==> src/rtl/lfsr_refill_arbiter.sv <==
// rtl/lfsr_refill_arbiter.sv - round-robin refill arbiter with LFSR victim-way selection
// Optional eviction counter enabled by defining LFSR_REFILL_ARB_PERF_EN.
module lfsr_refill_arbiter #(
    parameter int          NumReq  = 4,
    parameter int          NumWays = 8,
    parameter logic [15:0] SEED    = 16'h0000,
    localparam int         IdW     = (NumReq > 1) ? $clog2(NumReq) : 1,
    localparam int         WayW    = $clog2(NumWays)
) (
    input  logic               clk_i,
    input  logic               rst_ni,
    input  logic [NumReq-1:0]  req_i,
    output logic [NumReq-1:0]  gnt_o,
    input  logic [NumWays-1:0] valid_ways_i,
    input  logic [NumWays-1:0] lock_ways_i,
    input  logic               seed_load_i,
    input  logic [15:0]        seed_i,
    output logic               resp_valid_o,
    input  logic               resp_ready_i,
    output logic [IdW-1:0]     resp_id_o,
    output logic [NumWays-1:0] way_oh_o,
    output logic [WayW-1:0]    way_bin_o,
    output logic               all_locked_o,
    output logic [15:0]        evict_cnt_o
);

    typedef enum logic [1:0] {
        ST_IDLE,
        ST_SEL,
        ST_RESP
    } state_t;

    localparam logic [15:0] SeedMapped = (SEED == 16'hFFFF) ? 16'h0000 : SEED;

    state_t             r_state;
    state_t             w_state_nxt;
    logic [IdW-1:0]     r_rr_ptr;
    logic [IdW-1:0]     r_id;
    logic [WayW-1:0]    r_way_bin;
    logic [15:0]        r_lfsr;

    logic [IdW:0]       w_sum;
    logic [IdW-1:0]     w_gnt_idx;
    logic [IdW-1:0]     w_ptr_nxt;
    logic               w_req_found;
    logic               w_grant_ok;
    logic [NumWays-1:0] w_free;
    logic [WayW-1:0]    w_widx;
    logic [WayW-1:0]    w_victim;
    logic               w_way_found;
    logic [15:0]        w_lfsr_nxt;
    logic               w_hs;

    assign all_locked_o = &lock_ways_i;

    // Round-robin search starting at the requester after the last one granted.
    always_comb begin
        w_req_found = 1'b0;
        w_gnt_idx   = '0;
        w_sum       = '0;
        for (int i = 0; i < NumReq; i++) begin
            w_sum = {1'b0, r_rr_ptr} + (IdW+1)'(i);
            if (w_sum >= (IdW+1)'(NumReq)) begin
                w_sum = w_sum - (IdW+1)'(NumReq);
            end
            if (!w_req_found && req_i[w_sum[IdW-1:0]]) begin
                w_req_found = 1'b1;
                w_gnt_idx   = w_sum[IdW-1:0];
            end
        end
    end

    assign w_grant_ok = (r_state == ST_IDLE) && w_req_found && !all_locked_o;
    assign w_ptr_nxt  = (w_gnt_idx == IdW'(NumReq - 1)) ? '0 : w_gnt_idx + 1'b1;
    assign gnt_o      = (w_grant_ok && rst_ni) ? (NumReq'(1) << w_gnt_idx) : '0;

    // Invalid unlocked ways win; otherwise start at the LFSR way and skip locked ones.
    always_comb begin
        w_free      = ~valid_ways_i & ~lock_ways_i;
        w_victim    = r_lfsr[WayW-1:0];
        w_way_found = 1'b0;
        w_widx      = '0;
        for (int i = 0; i < NumWays; i++) begin
            if (!w_way_found && w_free[i]) begin
                w_victim    = WayW'(i);
                w_way_found = 1'b1;
            end
        end
        for (int i = 0; i < NumWays; i++) begin
            w_widx = r_lfsr[WayW-1:0] + WayW'(i);
            if (!w_way_found && !lock_ways_i[w_widx]) begin
                w_victim    = w_widx;
                w_way_found = 1'b1;
            end
        end
    end

    always_comb begin
        w_state_nxt = r_state;
        case (r_state)
            ST_IDLE: if (w_grant_ok) w_state_nxt = ST_SEL;
            ST_SEL:  w_state_nxt = ST_RESP;
            ST_RESP: if (resp_ready_i) w_state_nxt = ST_IDLE;
            default: w_state_nxt = ST_IDLE;
        endcase
    end

    assign w_hs       = (r_state == ST_RESP) && resp_ready_i;
    assign w_lfsr_nxt = {r_lfsr[14:0], ~(r_lfsr[15] ^ r_lfsr[12] ^ r_lfsr[5] ^ r_lfsr[1])};

    always_ff @(posedge clk_i or negedge rst_ni) begin
        if (!rst_ni) begin
            r_state   <= ST_IDLE;
            r_rr_ptr  <= '0;
            r_id      <= '0;
            r_way_bin <= '0;
            r_lfsr    <= SeedMapped;
        end else begin
            r_state <= w_state_nxt;
            if (w_grant_ok) begin
                r_id     <= w_gnt_idx;
                r_rr_ptr <= w_ptr_nxt;
            end
            if (r_state == ST_SEL) begin
                r_way_bin <= w_victim;
            end
            // All-ones is the XNOR lock-up state, so it is never loaded.
            if (seed_load_i) begin
                r_lfsr <= (seed_i == 16'hFFFF) ? 16'h0000 : seed_i;
            end else if (w_hs) begin
                r_lfsr <= w_lfsr_nxt;
            end
        end
    end

    assign resp_valid_o = (r_state == ST_RESP);
    assign resp_id_o    = resp_valid_o ? r_id : '0;
    assign way_bin_o    = resp_valid_o ? r_way_bin : '0;
    assign way_oh_o     = resp_valid_o ? (NumWays'(1) << r_way_bin) : '0;

`ifdef LFSR_REFILL_ARB_PERF_EN
    logic        r_from_lfsr;
    logic [15:0] r_evict_cnt;

    always_ff @(posedge clk_i or negedge rst_ni) begin
        if (!rst_ni) begin
            r_from_lfsr <= 1'b0;
            r_evict_cnt <= '0;
        end else begin
            if (r_state == ST_SEL) begin
                r_from_lfsr <= ~|w_free;
            end
            if (w_hs && r_from_lfsr && (r_evict_cnt != 16'hFFFF)) begin
                r_evict_cnt <= r_evict_cnt + 16'd1;
            end
        end
    end

    assign evict_cnt_o = r_evict_cnt;
`else
    assign evict_cnt_o = '0;
`endif

endmodule

==> config.mk <==
export PLATFORM = sky130hd
export DESIGN_NAME = lfsr_refill_arbiter
export DESIGN_NICKNAME = d
export VERILOG_FILES = /design/src/rtl/lfsr_refill_arbiter.sv
export SDC_FILE = /design/constraint.sdc
export NUM_CORES = 1
export LEC_CHECK = 0
export ABC_AREA = 1
export BUFFER_PORTS_ARGS = -buffer_cell sky130_fd_sc_hd__buf_2
export CORE_UTILIZATION = 50
export CTS_CLUSTER_SIZE = 8
export DETAILED_ROUTE_END_ITERATION = 12
export PLACE_DENSITY = 0.77
export REMOVE_ABC_BUFFERS = 1
export SYNTH_ARGS = -nofsm -noshare
export SYNTH_HDL_FRONTEND = slang
export SYNTH_SLANG_ARGS = --single-unit
==> constraint.sdc <==
create_clock -name clk_i -period 2.76 [get_ports clk_i]
set_input_delay 0.276 -clock clk_i [delete_from_list [all_inputs] [get_ports clk_i]]
set_output_delay 0.276 -clock clk_i [all_outputs]
set_load 0.01 [all_outputs]
==> results.json <==
{
  "clk_path_buf_depth": 2,
  "regToRegStartpoint": "r_lfsr[1]$_DFFE_PN0P_",
  "finalSetupViolCount": 0,
  "period_needed_ns": 2.72,
  "avgSynthCellArea_sq_um": 6.33,
  "drive_gt1_frac": 0.260,
  "grt_usage": 0.221,
  "critPathKind": "reg -> out",
  "drtPass1Iterations": 4,
  "hold_buffers": 0,
  "cts_tree": "built",
  "grt_pass1_vias": 2335,
  "insertion_delay_ns": 0.26,
  "hold_path_class": "in -> async",
  "violations": "hold timing",
  "power_uw": 2610,
  "design_area_sq_um": 3150,
  "cap_violations": 0,
  "synthCells": 428,
  "dieWidth_um": 75.6,
  "ys_async_sr_fraction": 1.00,
  "num_rows": 26,
  "routabilityCongestion": 0.862,
  "slew_viol_final": 0,
  "dp_hpwl_mm": 4.83,
  "ys_seq_area_frac": 0.231,
  "peakVddDrop_mv": 0.645,
  "grt-busiest-layer": "met2",
  "max_slew_margin": 0.621,
  "grt_antenna_before_repair": 0,
  "fp.coreArea_sq_um": 5170,
  "vias": 2821,
  "ys_seq_elements": 25,
  "final_antenna_net_count": 0,
  "regArea_sq_um": 627,
  "outcome": "finished with violations",
  "io_pins": 75,
  "grt_pass1_wl_mm": 9.89,
  "worst-slew-pin-transition_ns": 0.569,
  "crit_start": "r_rr_ptr[0]$_DFFE_PN0P_",
  "critPathRequiredTime_ns": 2.48,
  "fill_cells": 487,
  "yosysWarnings": 0,
  "pwr_density_cell_nw_per_um2": 829,
  "drcViolationCount": 0,
  "die_h_um": 75.6,
  "final_hold_viol_count": 25,
  "drtIter0Drc": 138,
  "cp-start-kind": "flip-flop",
  "area_delta_synth_final_pct": 16.3,
  "fin_util": 0.610,
  "yosys.cell_types.count": 43,
  "drt_wl_total_mm": 6.29,
  "grt_overflow_total": 0,
  "grt_max_degree": 27,
  "rsz0062_at_grt": "yes",
  "dieArea_sq_um": 5720,
  "endpoint": "gnt_o[3]",
  "synth_edf_count": 0,
  "r2r_end": "r_way_bin[2]$_DFFE_PN0N_",
  "wl_per_cell_um": 11.2,
  "place_area_sq_um": 2990,
  "final_nets": 539,
  "power.leakage_uw": 0.00167,
  "synthFlopType": "dfrtp_1",
  "drt-vias-per-instance": 5.02,
  "port-buffer-count": 58,
  "min_period_over_period": 0.984,
  "initial_utilization": 0.524,
  "ff2ff_path_depth": 17,
  "critical_path_arrival_ns": 2.44,
  "rrSetupSlack_ns": 0.29,
  "max_freq_ghz": 0.368,
  "num_antenna_cells": 0,
  "endpoint_kind": "output port",
  "cts_buffers": 3,
  "multi_input_area_sq_um": 1770,
  "worst_hold_slack_ns": -0.00635,
  "clk_root_buffer_cell": "clkbuf_8",
  "syn_area_sq_um": 2710,
  "cts.sinks": 25,
  "path_max_fanout": 5,
  "met2_usage": 0.384,
  "path_clk_slew_ns": 0.08,
  "fin_skew_ns": 0.00302,
  "grt_use_met3": 0.0331,
  "met1_usage": 0.292,
  "cts.htree.levels": 1
}
## sequential cells by signal, summed over array words and instances (netlist names)
register,cells
r_rr_ptr,2
r_id,2
r_lfsr,16
r_state,2
r_way_bin,3
## power by group
group	total, uW	internal (uW)	switching (uW)
sequential	616	487	129
combinational	1780	698	1090
clock	211	103	108
total	2610	1290	1320
## critical path, stage by stage (launching register included)
cell and delay (ns):
dfrtp_2 0.49, buf_6 0.15, mux2i_4 0.22, nor2_2 0.06, inv_1 0.09, nand2_2 0.07, nor2_2 0.12, nand2_1 0.08
nor2_1 0.09, inv_1 0.06, o211ai_1 0.11, nand2_2 0.13, inv_2 0.08, ha_1 0.16, inv_1 0.04, nor2_1 0.08
buf_2 0.13
## synth_stat cells (all sizes together), types with 2 or more instances
library cell  count  area (sq um)
ha                6          75.1
inv              57           214
nand3            30           178
dfrtp            25           626
clkinv            4          15.0
mux2i             3          30.0
clkbuf            3          11.3
nor3             13          65.1
a22oi             7          52.6
a31oi             3          18.8
nand2           126           498
and2              2          12.5
o21ai            20           126
or2               5          31.3
nor2             57           251
xnor2             2          17.5
o21a              3          22.5
nand4            13          96.3
o211ai            3          22.5
buf              23           185
a21oi            15          75.1
xor2              4          61.3
## per-stage QoR
step                      setup slack (ns)  hold WS, ns  std cells  TNS, ns
after detailed placement             0.218        0.295        550        0
after global placement               0.245        0.284        550        0
after floorplan                      0.252      -0.0196        417        0
after global routing                -0.105       0.0151        562   -0.346
final                               0.0443     -0.00635        562        0
after CTS                           0.0486      0.00699        556        0
## cells by family after synthesis
family	after synthesis	share of synthesized area
compound gates	53	0.122
fa+ha+maj	6	0.0277
xor+xnor	6	0.0291
buf+inv	87	0.157
other cells	1	0.00138
mux	3	0.0111
flops	25	0.231
simple gates	247	0.421
## area by class of cell
class | instances | share of cell area
Tap cell | 70 | 0.0278
Timing Repair Buffer | 71 | 0.127
Inverter | 61 | 0.0726
Multi-Input combinational cell | 331 | 0.560
Sequential cell | 25 | 0.199
Clock buffer | 4 | 0.0143
## repair_timing
action,CTS,global route
pin swaps,0,5
endpoints found under the setup margin,3,4
setup buffers,2,6
resized for setup,2,15
## how the worst min path moves through the flow
| stage | from | cells past startpoint | slack [ns] | end |
|---|---|---|---|---|
| final | rst_ni | 2 | -0.006 | r_rr_ptr[1]$_DFFE_PN0P_ |
| after global placement | rst_ni | 2 | 0.28 | r_rr_ptr[1]$_DFFE_PN0P_ |
| after CTS | rst_ni | 2 | 0.007 | r_rr_ptr[1]$_DFFE_PN0P_ |
| after floorplan | rst_ni | 0 | -0.02 | r_id[0]$_DFFE_PN0P_ |
| after detailed placement | rst_ni | 2 | 0.30 | r_rr_ptr[1]$_DFFE_PN0P_ |
| after global routing | rst_ni | 2 | 0.02 | r_rr_ptr[1]$_DFFE_PN0P_ |
## per-layer routing
layer	wire length, um	vias to the layer above
li1	-	1467
met3	321	6
met5	0	-
met2	3050	78
met4	52	0
met1	2870	1270
## cell usage in the layout (no fill, tap or decap), drive strengths merged, types with 13 or more instances in the layout
master / instances
dfrtp: 25
nand4: 13
nor2: 57
nand2: 126
nor3: 13
o21ai: 20
inv: 57
nand3: 30
conb: 16
buf: 71
a21oi: 15
Power figures use the tool's default switching activity.
